## src/rtl/button_encoder_pkg.sv

```systemverilog
// Shared FSM state encodings, colour codes and one-hot helpers for button_encoder.
package button_encoder_pkg;

  typedef enum logic [1:0] {
    IDLE_S  = 2'd0,
    PRESS_S = 2'd1,
    HELD_S  = 2'd2,
    REL_S   = 2'd3
  } state_t;

  localparam logic [1:0] COLOUR_0 = 2'd0;
  localparam logic [1:0] COLOUR_1 = 2'd1;
  localparam logic [1:0] COLOUR_2 = 2'd2;
  localparam logic [1:0] COLOUR_3 = 2'd3;

  function automatic logic is_onehot(input logic [3:0] v);
    return (v != '0) && ((v & (v - 4'd1)) == '0);
  endfunction

  // Only called on a vector already known to be one-hot.
  function automatic logic [1:0] colour_of(input logic [3:0] v);
    logic [1:0] c;
    c = COLOUR_0;
    case (v)
      4'b0010: c = COLOUR_1;
      4'b0100: c = COLOUR_2;
      4'b1000: c = COLOUR_3;
      default: c = COLOUR_0;
    endcase
    return c;
  endfunction

endpackage

```

## src/rtl/button_encoder_btn_sync.sv

```systemverilog
// Parameterised-width two-flop synchroniser, asynchronously reset to zero.
module btn_sync #(
  parameter int unsigned WIDTH = 4
) (
  input  logic             CLK,
  input  logic             RST_N,
  input  logic [WIDTH-1:0] d,
  output logic [WIDTH-1:0] q
);

  logic [WIDTH-1:0] meta_q;
  logic [WIDTH-1:0] sync_q;

  always_ff @(posedge CLK or negedge RST_N) begin
    if (!RST_N) begin
      meta_q <= '0;
      sync_q <= '0;
    end else begin
      meta_q <= d;
      sync_q <= meta_q;
    end
  end

  assign q = sync_q;

endmodule

```

## src/rtl/button_encoder.sv

```systemverilog
// Synchronise, debounce and encode four player buttons into IN/IN_VALID.
// Optional inactivity TIMEOUT pulse is built only when INPUT_TIMEOUT_EN is defined.
module button_encoder
  import button_encoder_pkg::*;
#(
  parameter int unsigned DEBOUNCE_TICKS = 4,
  parameter int unsigned TIMEOUT_TICKS  = 3000
) (
  input  logic       CLK,
  input  logic       RST_N,
  input  logic [3:0] BTN,
  input  logic       TICK,
  input  logic       ENABLE,
  output logic [1:0] IN,
  output logic       IN_VALID,
  output logic       TIMEOUT
);

  localparam logic [7:0] DBC_LAST = 8'(DEBOUNCE_TICKS - 1);

  logic [3:0] s;
  state_t     state_q, state_d;
  logic [7:0] dbc_q, dbc_d;
  logic [3:0] cap_q, cap_d;
  logic [1:0] in_q, in_d;
  logic       valid_q, valid_d;

  btn_sync #(.WIDTH(4)) u_sync (
    .CLK   (CLK),
    .RST_N (RST_N),
    .d     (BTN),
    .q     (s)
  );

  always_ff @(posedge CLK or negedge RST_N) begin
    if (!RST_N) begin
      state_q <= REL_S;
      dbc_q   <= '0;
      cap_q   <= '0;
      in_q    <= '0;
      valid_q <= 1'b0;
    end else begin
      state_q <= state_d;
      dbc_q   <= dbc_d;
      cap_q   <= cap_d;
      in_q    <= in_d;
      valid_q <= valid_d;
    end
  end

  // Every state transition reloads dbc, so a coincident TICK never counts twice.
  always_comb begin
    state_d = state_q;
    dbc_d   = dbc_q;
    cap_d   = cap_q;
    in_d    = in_q;
    valid_d = 1'b0;
    if (!ENABLE) begin
      state_d = REL_S;
      dbc_d   = '0;
    end else begin
      case (state_q)
        IDLE_S: begin
          if (is_onehot(s)) begin
            state_d = PRESS_S;
            cap_d   = s;
            dbc_d   = '0;
          end else if (s != '0) begin
            state_d = REL_S;
            dbc_d   = '0;
          end
        end
        PRESS_S: begin
          if (s != cap_q) begin
            state_d = IDLE_S;
            dbc_d   = '0;
          end else if (TICK) begin
            if (dbc_q == DBC_LAST) begin
              state_d = HELD_S;
              dbc_d   = '0;
              in_d    = colour_of(cap_q);
              valid_d = 1'b1;
            end else begin
              dbc_d = dbc_q + 8'd1;
            end
          end
        end
        HELD_S: begin
          if (s == '0) begin
            state_d = REL_S;
            dbc_d   = '0;
          end
        end
        REL_S: begin
          if (s != '0) begin
            dbc_d = '0;
          end else if (TICK) begin
            if (dbc_q == DBC_LAST) begin
              state_d = IDLE_S;
              dbc_d   = '0;
            end else begin
              dbc_d = dbc_q + 8'd1;
            end
          end
        end
        default: begin
          state_d = REL_S;
          dbc_d   = '0;
        end
      endcase
    end
  end

  assign IN       = in_q;
  assign IN_VALID = valid_q;

`ifdef INPUT_TIMEOUT_EN
  localparam logic [15:0] IDLE_LAST = 16'(TIMEOUT_TICKS - 1);

  logic [15:0] idle_cnt_q;
  logic        timeout_q;

  always_ff @(posedge CLK or negedge RST_N) begin
    if (!RST_N) begin
      idle_cnt_q <= '0;
      timeout_q  <= 1'b0;
    end else begin
      timeout_q <= 1'b0;
      if (!ENABLE || state_q != IDLE_S) begin
        idle_cnt_q <= '0;
      end else if (TICK) begin
        if (idle_cnt_q == IDLE_LAST) begin
          idle_cnt_q <= '0;
          timeout_q  <= 1'b1;
        end else begin
          idle_cnt_q <= idle_cnt_q + 16'd1;
        end
      end
    end
  end

  assign TIMEOUT = timeout_q;
`else
  assign TIMEOUT = 1'b0;
`endif

endmodule

```

## config.mk

```make
export PLATFORM = sky130hd
export DESIGN_NAME = button_encoder
export DESIGN_NICKNAME = d
export VERILOG_FILES = /design/src/rtl/button_encoder_pkg.sv /design/src/rtl/button_encoder_btn_sync.sv /design/src/rtl/button_encoder.sv
export SDC_FILE = /design/constraint.sdc
export NUM_CORES = 1
export LEC_CHECK = 0
export CAP_MARGIN = 10
export CORE_ASPECT_RATIO = 1.5
export CORE_MARGIN = 1.5
export CORE_UTILIZATION = 45
export DETAILED_ROUTE_END_ITERATION = 10
export PLACE_DENSITY = 0.67
export SLEW_MARGIN = 20
export SYNTH_ARGS = -nofsm -noshare
export SYNTH_HDL_FRONTEND = slang
export SYNTH_SLANG_ARGS = --single-unit
```

## constraint.sdc

```tcl
create_clock -name CLK -period 1.8 [get_ports CLK]
set_clock_uncertainty 0.2 [all_clocks]
set_input_delay 0.54 -clock CLK [delete_from_list [all_inputs] [get_ports CLK]]
set_output_delay 0.54 -clock CLK [all_outputs]
set_load 0.005 [all_outputs]
```

# After elaboration in Yosys (flattened, before gate mapping)
# Index checks and enable logic that the tools add are counted.
# totals
output_inout_bits	4
register_bits	25
elab_cells	61
# classes
n_eq_ne	15
bitwise_logic	2
n_mux	26
add_sub_neg	2
n_reduce_logical	9
# op_table
operator	count
$mux W8	8
$pmux W8 S4	1
$mux W2	10
$ne A3 B3 Y1 const B	4
$ne A4 B4 Y1 const B	3
$add A8 B1 Y8 const B	1
$eq A8 B2 Y1 const B	1
$logic_not A4 Y1	2
$pmux W2 S4	1
$reduce_and A7 Y1	1
$pmux W2 S3	1
$mux W1	5
$reduce_and A5 Y1	1
$and A4 B4 Y4	1
$eq A2 B2 Y1 const B	2
$eq A4 B2 Y1 const B	1
$eq A4 B3 Y1 const B	1
$eq A4 B4 Y1 const B	1
$ne A4 B4 Y1	1
$reduce_bool A4 Y1	1
$sub A4 B1 Y4 const B	1
$reduce_and A3 Y1	1
$eq A2 B1 Y1 const B	1
$logic_not A2 Y1	1
3 further kinds	3

# Longest topological paths before layout
# Gate-level depths: netlist (run 1).
# depth
ltp_word	7
ltp_mapped	7

# Cells and area by module
# From an unflattened synthesis (run 1), not the netlist that was laid out.
# hier_totals
hier_cells	118
hier_area_um2	1287.5
# modules_own_cells
mod	seq_area_each_um2	area_each_um2	cells_per_inst	instances
button_encoder	427.9	1087.3	110	1
btn_sync	200.2	200.2	8	1

# Worst setup path after synthesis (run 1)
# OpenSTA, ideal clock, no wires.
# synth_timing
path_type	register to register
from	reg u_sync.sync_q[2], in the netlist u_sync.q[2]
to	reg dbc_q[6]
path_buffers	0
path_slack_ns	-0.204
arrival_time_ns	1.727
setup_time_ns	0.078
required_time_ns	1.522
period_less_slack_ns	2.004
path_stages_with_launch	6
path_cell_list	dfrtp_1 -> nor4_4 -> xnor2_2 -> nor2_4 -> or4_1 -> a21oi_1
# synth_between
elab_chain_len	7
word_cells_on_any_way	15
classes_between	1 x add/sub; 3 x eq/ne; 5 x mux; 1 x bitwise; 5 x reduce/logical
# synth_lines
element	line_no	rtl
from (decl)	button_encoder_btn_sync.sv:12	logic [WIDTH-1:0] sync_q;
from (signal assigned)	button_encoder_btn_sync.sv:20	sync_q <= meta_q;
$sub A4 B1 Y4	button_encoder_pkg.sv:17	return (v != '0) && ((v & (v - 4'd1)) == '0);
$and A4 B4 Y4	button_encoder_pkg.sv:17	
$logic_not A4 Y1	button_encoder_pkg.sv:17	
$logic_and A1 B1 Y1	button_encoder_pkg.sv:17	
$mux W8	button_encoder.sv:64	if (is_onehot(s)) begin
$pmux W8 S4	button_encoder.sv:62	case (state_q)
$mux W8	button_encoder.sv:58	if (!ENABLE) begin
to (signal assigned)	button_encoder.sv:38	dbc_q <= '0;
to (signal assigned)	button_encoder.sv:44	dbc_q <= dbc_d;
to (decl)	button_encoder.sv:23	logic [7:0] dbc_q, dbc_d;
# Several ways; a longest one is shown, not always the timed one.
# A chain may end at the register's enable or synchronous reset.

# Final worst setup path (run 1)
# layout_timing
from	reg u_sync.sync_q[2], in the netlist u_sync.q[2]
to	reg in_q[0], in the netlist IN[0]
# layout_between
elab_chain_len	3
# layout_lines
element	line_no	rtl
$ne A4 B4 Y1	button_encoder.sv:74	if (s != cap_q) begin
$not A1 Y1 (no source line)	n/a	
$reduce_and A5 Y1 (no source line)	n/a	
to (signal assigned)	button_encoder.sv:46	in_q <= in_d;
to (decl)	button_encoder.sv:25	logic [1:0] in_q, in_d;
# No other way between the ends.

==> impl_metrics.py, run 1 <==
metrics = {
    "clock_tree": {
        "cts_root_buffer": "clkbuf_8",
        "clock_latency_ns": 0.27,
        "ctsHtreeMaxLevel": 1,
        "cts_buffers": 3,
        "clock_sinks": 25,
        "cts_tree": "yes",
        "clk_pin_slew_ns": 0.08,
        "cts_buffer_depth": 2,
        "holdBufCountCts": 0,
    },
    "timing": {
        "fmax_mhz": 523.8,
        "layout_setup_ws_ns": -0.1091,
        "tns_ns": -1.206,
        "rsz0062_at_grt": "yes",
        "fin_crit_sh_pct": 106.1,
        "hold_viol_final": 0,
        "setup_viol": 14,
        "min_period_ns": 1.909,
        "drv_slew": 0,
    },
    "global_route": {
        "grt_pass1_wl_mm": 4.761,
        "first_global_vias": 1095,
        "antenna_found_initial": 0,
        "grt.total_usage_pct": 21.03,
        "grt_max_degree": 26,
        "grt_use_met1_pct": 22.63,
        "top_usage_layer": "met2",
        "met2_usage_pct": 38.18,
        "use_met3_pct": 3.385,
        "overflow": 0,
    },
    "synthesis": {
        "synth_seq_cells": 25,
        "synthesis.nets": 129,
        "ys_top_cells_by_count": "23 x dfrtp_1, 7 x nand2_1, 7 x nor2_1, 6 x a21oi_1, 6 x xor2_1",
        "syn_area_sq_um": 1297,
        "synthTopCellsByArea": "dfrtp_1 44%, dfstp_2 4.1%, xor2_1 4.1%, mux2_2 3.5%, a21oi_1 2.3%",
        "synth_cell_types": 46,
        "ys.flop_type": "dfrtp_1",
        "synth_area_per_cell_sq_um": 10.81,
        "yosysSeqAreaShare_pct": 48.41,
        "yosys_warnings": 0,
        "synth_most_common_cell": "dfrtp_1",
        "synth-edff-count": 0,
        "synthCells": 120,
        "yosysTopAreaCell": "dfrtp_1",
        "synth.top_cell.area_share_pct": 44.36,
        "ys_async_sr_fraction_pct": 100.0,
    },
    "setup_path": {
        "ff2ff_setup_slack_ns": -0.11,
        "cp_max_fo": 4,
        "worstSetupEndpointType": "register",
        "arrival_ns": 1.87,
        "cp.required_ns": 1.76,
        "start_kind": "register",
        "criticalPathCategory": "reg2reg",
    },
    "run_status": {
        "status": "finished with violations",
        "violations": "negative setup slack",
    },
    "detailed_routing": {
        "wl_mm": 2.951,
        "dr.pass1.iters": 4,
        "routed_via_density": 5.441,
        "wl_per_cell_microns": 14.61,
        "postRouteAntennaNets": 0,
        "dr_total_vias": 1099,
        "route.detailed.drc": 0,
        "drtIter0Drc": 6,
    },
    "cells_and_area": {
        "nNetsFinal": 175,
        "drive_gt1_share_pct": 45.45,
        "area_growth_pct": 42.82,
        "n_antenna_cell": 0,
        "utilization_pct": 68.50,
    },
    "pwr": {
        "power_frac_comb_pct": 8.3,
        "cellPowerDensity_nw_per_um2": 539.7,
        "p_sw_mw": 0.2296,
        "vdd_drop_max_mv": 0.5902,
        "power_frac_clock_pct": 33.2,
        "p_sw_share_pct": 22.96,
        "internal-power_mw": 0.7704,
        "p_leak_nw": 0.8523,
        "seqPwrFrac_pct": 58.5,
    },
    "floorplanning": {
        "std_cell_rows": 23,
        "core-area_sq_um": 2705,
        "die_w_microns": 46.85,
        "io_pins": 12,
        "die-height_microns": 68.77,
        "start_util_pct": 47.96,
        "die_area_sq_um": 3221,
    },
    "min_path": {
        "hp-class": "reg2reg",
    },
    "placed_design": {
        "gp_congestion": 0.8028,
        "place_ws_ns": -0.4695,
        "place_hpwl_mm": 2.083,
        "numPortBuffers": 10,
    },
    "run": {
        "cap_violations": 0,
    },
}
## path summary, 6_finish.rpt
path	from	end	cells after the start
hold / removal	u_sync.meta_q[3]$_DFF_PN0_	u_sync.q[3]$_DFF_PN0_	0
setup reg to reg	u_sync.q[2]$_DFF_PN0_	IN[0]$_DFFE_PN0P_	5
min in group asynchronous	RST_N	dbc_q[6]$_DFFE_PN0P_	2
hold reg to reg	u_sync.meta_q[3]$_DFF_PN0_	u_sync.q[3]$_DFF_PN0_	0
setup / recovery	u_sync.q[2]$_DFF_PN0_	IN[0]$_DFFE_PN0P_	5
max in group asynchronous	RST_N	state_q[1]$_DFFE_PN1P_	2
## cells by family (layout without fill, tap and decap cells)
kind of cell    Yosys count  after routing  synth area share [%]
simple gates             45             45                 21.22
flops                    25             25                 48.41
compound gates           24             24                 13.02
xor+xnor                 10             10                 7.330
mux                       8              8                 6.750
buf+inv                   6             51                 2.025
fa+ha+maj                 1              1                0.9642
other cells               1              1                0.2890
## cell type report
| type | count | area [sq um] |
|---|---|---|
| inverters | 2 | 7.507 |
| multi-input cells | 89 | 737.0 |
| well taps | 37 | 46.29 |
| fillers | 213 | 852.1 |
| repair buffers | 45 | 382.9 |
| clock buffers | 3 | 41.29 |
| clock inverters | 1 | 5.005 |
| flip-flops and latches | 25 | 633.1 |
## cell usage in the layout (no fill, tap or decap), drive strengths merged, types with 3 or more instances in the layout
master	count
buf	35
dfrtp	23
nor2	8
nand2	7
o21ai	7
xor2	6
clkdlybuf4s50	6
a21oi	6
mux2	6
and2	5
dlygate4sd2	4
xnor2	4
nor4	4
nor3	4
and3	3
nand4	3
nand3	3
clkbuf	3
## flip-flops by register name, summed over array words and instances (netlist names)
register,flops
u_sync.q,4
cap_q,4
IN_VALID,1
state_q,2
IN,2
u_sync.meta_q,4
dbc_q,8
## per-stage QoR
stage	power (mW)	std cells	hold slack [ns]	cell area, sq um
after floorplan	0.6178	120	0.04441	1335
after global placement	0.6607	191	0.1340	1692
after detailed placement	0.6627	191	0.1413	1692
after CTS	0.9986	198	0.1614	1788
after global routing	1.044	202	0.1641	1853
final	1.000	202	0.1580	1853
## power by group through the flow
| stage | Combinational, mW | Sequential [mW] | Clock [mW] |
|---|---|---|---|
| global route | 0.0900 | 0.587 | 0.367 |
| global placement | 0.0657 | 0.595 | 0 |
| finish | 0.0826 | 0.585 | 0.332 |
| CTS | 0.0735 | 0.585 | 0.340 |
| floorplan | 0.0253 | 0.592 | 0 |
| detailed placement | 0.0670 | 0.596 | 0 |
## layer usage
layer / vias to the layer above / part of all wire (%)
li1: 524 / -
met1: 556 / 38
met2: 14 / 58
met3: 5 / 1.7
met4: 0 / 1.9
met5: - / 0
## timing repair
action | in CTS | in global routing
setup endpoints to repair | 19 | 16
buffers inserted | 3 | 4
pin swaps | 9 | 9
endpoints found under the hold margin | 0 | 0
resized for setup | 14 | 10
## critical path, cell delays in order, from the launching register on
cell     delay (ns)
dfrtp_2        0.46
xor2_1         0.18
nor3_2         0.28
and2_4         0.19
and3_4         0.18
mux2_4         0.29
No activity file was read; power rests on OpenSTA's default activity.
==> run 2: changes to the inputs <==
Settings changed: PLACE_DENSITY 0.67 to default.
Clock period 1.8 ns to 2.37 ns, I/O delays scaled along.
==> run 2 against run 1 <==
The flow now finishes without violations. Wire length decreased by 14%. First-iteration DRC count increased to 3.8 times the previous value. Die area unchanged. Sequential power decreased by 24%. Critical path type is now in2reg. Critical endpoint is now IN[1]$_DFFE_PN0P_. Highest routed layer unchanged.
==> impl_metrics.py, run 2 (synthesized netlist as in run 1, its figures left out) <==
metrics = {
    "global_route": {
        "antenna_found_initial": 0,
        "grt.total_usage_pct": 18.52,
        "grt_max_degree": 26,
        "first_global_vias": 1001,
        "grt_pass1_wl_mm": 4.284,
        "overflow": 0,
    },
    "floorplanning": {
        "std_cell_rows": 23,
        "die_w_microns": 46.85,
        "die_area_sq_um": 3221,
        "start_util_pct": 47.96,
        "io_pins": 12,
        "die-height_microns": 68.77,
        "core-area_sq_um": 2705,
    },
    "timing": {
        "rsz0062_at_grt": "no",
        "hold_ws_ns": 0.1566,
        "min_period_ns": 2.265,
        "tns_ns": 0,
        "fmax_mhz": 441.4,
        "setup_viol": 0,
        "fin_crit_sh_pct": 95.58,
        "hold_viol_final": 0,
        "drv_slew": 0,
    },
    "setup_path": {
        "arrival_ns": 2.21,
        "max_stage_delay_ns": 0.51,
        "crit_family": "simple AND/OR/NAND/NOR gates",
        "critPathSlowestCell": "clkdlybuf4s50_1",
        "criticalPathCategory": "in2reg",
        "critPathMostFrequentCell": "and3_1",
        "cp_max_fo": 6,
        "path_buf_inv": 1,
        "cp.required_ns": 2.32,
        "start_kind": "primary input",
        "worstSetupEndpointType": "register",
        "cp_cell_sequence": "clkdlybuf4s50_1 > and2_1 > and3_1 > and3_1 > mux2_1",
    },
    "cells_and_area": {
        "area_growth_pct": 20.83,
        "layout_common_cells": "23 x dfrtp_1, 13 x buf_4, 10 x clkdlybuf4s50_1, 7 x nand2_1, 7 x nor2_1",
        "nNetsFinal": 153,
        "largest_reg_flops": 8,
        "drive_gt1_share_pct": 21.68,
        "instances_no_fill": 180,
        "largest_register": "dbc_q",
        "final_cell_area_sq_um": 1568,
        "layout_commonest_cell": "dfrtp_1",
        "n_antenna_cell": 0,
        "utilization_pct": 57.96,
    },
    "placed_design": {
        "place_hpwl_mm": 1.964,
        "place_area_sq_um": 1523,
        "gp_congestion": 0.7296,
        "placed_cells": 176,
        "numPortBuffers": 10,
    },
    "pwr": {
        "p_leak_nw": 0.7013,
        "vdd_drop_max_mv": 0.3684,
        "cellPowerDensity_nw_per_um2": 471.0,
    },
    "detailed_routing": {
        "dr_total_vias": 979,
        "wl_per_cell_microns": 14.08,
        "route.detailed.drc": 0,
        "drtIter0Drc": 23,
        "postRouteAntennaNets": 0,
        "dr.pass1.iters": 4,
        "wl_mm": 2.534,
        "routed_via_density": 5.439,
    },
    "clock_tree": {
        "cts_root_buffer": "clkbuf_8",
        "clock_latency_ns": 0.26,
        "clock_sinks": 25,
        "cts_buffer_depth": 2,
        "cts_tree": "yes",
        "ctsHtreeMaxLevel": 1,
        "ctsResizeCount": 0,
        "holdBufCountCts": 0,
        "cts_setup_buffers": 0,
        "clk_pin_slew_ns": 0.08,
        "cts_buffers": 3,
    },
    "run": {
        "cap_violations": 0,
    },
    "run_status": {
        "status": "finished, final reports clean",
    },
    "min_path": {
        "hp-class": "reg2reg",
    },
}
## run 2: cell count changes in the layout (fill, tap and decap cells not counted), sizes merged
cell,change
buf,-22
clkbuf,+1
clkdlybuf4s50,+4
clkinv,-1
dlygate4sd2,-4
## run 2: area by class of cell
cell class / count / area [sq um]
inverter: 2 / 7.507
clock buffer: 4 / 45.04
timing repair buffer: 23 / 197.7
tap: 37 / 46.29
multi-input combinational: 89 / 643.1
sequential: 25 / 628.1
fill: 249 / 1137
## run 2: worst reg2reg max path, stage by stage, from the launching register on
cell and delay (ns):
dfrtp_1 0.47, nor4_2 0.49, and3_1 0.26, and3_1 0.20, mux2_1 0.33
## run 2: final timing paths
check,end,start,slack (ns),cells after the start
max,IN[1]$_DFFE_PN0P_,TICK,0.10,5
min,u_sync.q[1]$_DFF_PN0_,u_sync.meta_q[1]$_DFF_PN0_,0.16,0
max reg2reg,IN[1]$_DFFE_PN0P_,dbc_q[2]$_DFFE_PN0P_,0.31,4
min reg2reg,u_sync.q[1]$_DFF_PN0_,u_sync.meta_q[1]$_DFF_PN0_,0.16,0
max in group asynchronous,state_q[0]$_DFFE_PN1P_,RST_N,1.06,2
min in group asynchronous,dbc_q[6]$_DFFE_PN0P_,RST_N,0.61,2
## run 2: through the flow
stage	power (mW)	worst slack (ns)
finish	0.7384	0.1047
global route	0.7754	0.01618
CTS	0.7579	0.1091
detailed placement	0.4998	-0.1732
global placement	0.4981	-0.1495
floorplan	0.4681	0.3655
## run 2: where the power goes
group / switching (mW) / internal [mW] / leakage, nW
clock: 0.128 / 0.120 / 0.0228
combinational: 0.0228 / 0.0244 / 0.355
sequential: 0.00953 / 0.434 / 0.324
## run 2: per-layer routing
layer / GRT usage [%] / vias up / wire, microns
li1: - / 478 / -
met1: 18.84 / 476 / 981
met2: 36.47 / 19 / 1427
met3: 1.563 / 6 / 65
met4: 7.292 / 0 / 60
met5: 0 / - / 0
==> run 3: changes to the inputs <==
Settings changed: CORE_MARGIN 1.5 to default, GPL_TIMING_DRIVEN from default to 0.
==> run 3 against run 2 <==
Via count is 5.3% lower. Sequential share of layout area is 2.2 points higher. Worst setup slack better by 0.025 ns. Total power is 1.0% lower. Maximum frequency is 1.1% higher. Register-to-register slack worse by 0.15 ns.
==> impl_metrics.py, run 3 (synthesized netlist as in run 1, its figures left out) <==
metrics = {
    "setup_path": {
        "critPathLaunch": "TICK",
        "r2r_cells": 5,
        "criticalPathCategory": "in2reg",
        "arrival_ns": 2.19,
        "r2r-start": "u_sync.q[2]$_DFF_PN0_",
        "cp.required_ns": 2.32,
        "start_kind": "primary input",
        "worstSetupEndpointType": "register",
        "cp_max_fo": 7,
    },
    "timing": {
        "min_period_ns": 2.240,
        "drv_slew": 0,
        "relSlewSlack_pct": 64.36,
        "fin_crit_sh_pct": 94.51,
        "setup_viol": 0,
        "tightest_slew_ns": 0.5347,
        "hold_viol_final": 0,
        "fmax_mhz": 446.4,
        "rsz0062_at_grt": "no",
    },
    "cells_and_area": {
        "layout_commonest_cell": "dfrtp_1",
        "multi_input_area_sq_um": 646.9,
        "largest_register": "dbc_q",
        "nNetsFinal": 143,
        "area_growth_pct": 14.56,
        "fillCellCount": 246,
        "n_antenna_cell": 0,
        "layout_common_cells": "23 x dfrtp_1, 8 x clkdlybuf4s50_1, 7 x nand2_1",
        "regArea_sq_um": 628.1,
        "instances_no_fill": 170,
        "utilization_pct": 54.95,
        "drive_gt1_share_pct": 16.54,
        "largest_reg_flops": 8,
    },
    "detailed_routing": {
        "routed_via_density": 5.453,
        "wl_mm": 2.324,
        "drtIter0Drc": 18,
        "dr_total_vias": 927,
        "dr.pass1.iters": 3,
        "route.detailed.drc": 0,
        "postRouteAntennaNets": 0,
        "wl_per_cell_microns": 13.67,
    },
    "global_route": {
        "overflow": 0,
        "grt_pass1_wl_mm": 3.995,
        "antenna_found_initial": 0,
        "first_global_vias": 938,
        "grt_max_degree": 26,
        "grt.total_usage_pct": 18.16,
    },
    "pwr": {
        "internal-power_mw": 0.5737,
        "power_frac_clock_pct": 33.8,
        "vdd_drop_max_mv": 0.5305,
        "cellPowerDensity_nw_per_um2": 491.6,
        "p_sw_mw": 0.1571,
        "p_sw_share_pct": 21.49,
        "p_leak_nw": 0.6568,
        "power_frac_comb_pct": 5.6,
        "seqPwrFrac_pct": 60.6,
    },
    "min_path": {
        "hp-class": "reg2reg",
        "hold_path_startpoint": "u_sync.meta_q[2]$_DFF_PN0_",
        "holdPathStages": 0,
    },
    "floorplanning": {
        "core-area_sq_um": 2705,
        "die_w_microns": 45.85,
        "start_util_pct": 47.96,
        "io_pins": 12,
        "die-height_microns": 67.77,
        "die_area_sq_um": 3107,
        "std_cell_rows": 23,
    },
    "clock_tree": {
        "clk_pin_slew_ns": 0.08,
        "holdBufCountCts": 0,
        "ctsHtreeMaxLevel": 1,
        "cts_root_buffer": "clkbuf_8",
        "cts_tree": "yes",
        "cts_setup_buffers": 0,
        "cts_buffer_depth": 2,
        "clock_latency_ns": 0.27,
        "clock_sinks": 25,
        "cts_buffers": 3,
    },
    "placed_design": {
        "placed_cells": 167,
        "numPortBuffers": 10,
        "gp_congestion": 0.7905,
        "place_hpwl_mm": 1.801,
    },
    "run_status": {
        "status": "finished, final reports clean",
    },
    "run": {
        "cap_violations": 0,
    },
}
## run 3: cell types whose count changed in the layout (fill, tap and decap cells not counted), sizes merged
cell / change
buf: -10
clkbuf: +1
clkdlybuf4s50: -2
dlymetal6s2s: +1
## run 3: final cells by class
type,instances,share of cell area [%]
clock buffer,4,3.030
inverter,2,0.5050
buffer,3,1.010
sequential,25,42.26
multi-input combinational,89,43.52
tap,37,3.114
timing repair buffer,10,6.566
## run 3: worst paths after layout
check / to / slack (ns)
setup reg to reg: dbc_q[6]$_DFFE_PN0P_ / 0.16
min in group asynchronous: dbc_q[6]$_DFFE_PN0P_ / 0.21
hold / removal: u_sync.q[2]$_DFF_PN0_ / 0.15
max in group asynchronous: state_q[1]$_DFFE_PN1P_ / 1.38
hold reg to reg: u_sync.q[2]$_DFF_PN0_ / 0.15
setup / recovery: IN[0]$_DFFE_PN0P_ / 0.13
## run 3: power by group through the flow
stage	Combinational [mW]	Sequential [mW]	Clock, mW
floorplan	0.0185	0.450	0
global placement	0.0417	0.452	0
detailed placement	0.0422	0.452	0
CTS	0.0424	0.443	0.254
global route	0.0463	0.444	0.275
finish	0.0406	0.443	0.247
## run 3: what timing repair did
item	4_1_cts	5_1_grt
pin swaps	0	0
hold endpoints to repair	0	0
gates resized for setup	1	2
endpoints found under the setup margin	8	9
## run 3: layer usage
layer,global-route usage (%),part of all wire (%),up-vias
met2,32.92,57,10
met1,18.77,39,453
met3,2.674,2.4,4
met5,0,0,-
met4,10.66,2.2,0
li1,-,-,460
## run 3: worst max-delay path: stages
cell             delay (ns)
clkdlybuf4s50_1        0.51
and2_2                 0.22
and3_1                 0.19
and3_1                 0.22
mux2_1                 0.34
## run 3: per-stage QoR
step | setup WS, ns | hold WS, ns | area (sq um) | setup TNS [ns] | power (mW)
2_1_floorplan | 0.3655 | 0.1312 | 1297 | 0 | 0.4681
3_3_place_gp | -0.3191 | 0.1333 | 1444 | -3.175 | 0.4933
3_5_place_dp | -0.3225 | 0.1364 | 1444 | -3.296 | 0.4939
4_1_cts | 0.04381 | 0.1553 | 1488 | 0 | 0.7401
5_1_grt | 0.04419 | 0.1577 | 1486 | 0 | 0.7659
6_report | 0.1300 | 0.1522 | 1486 | 0 | 0.7308
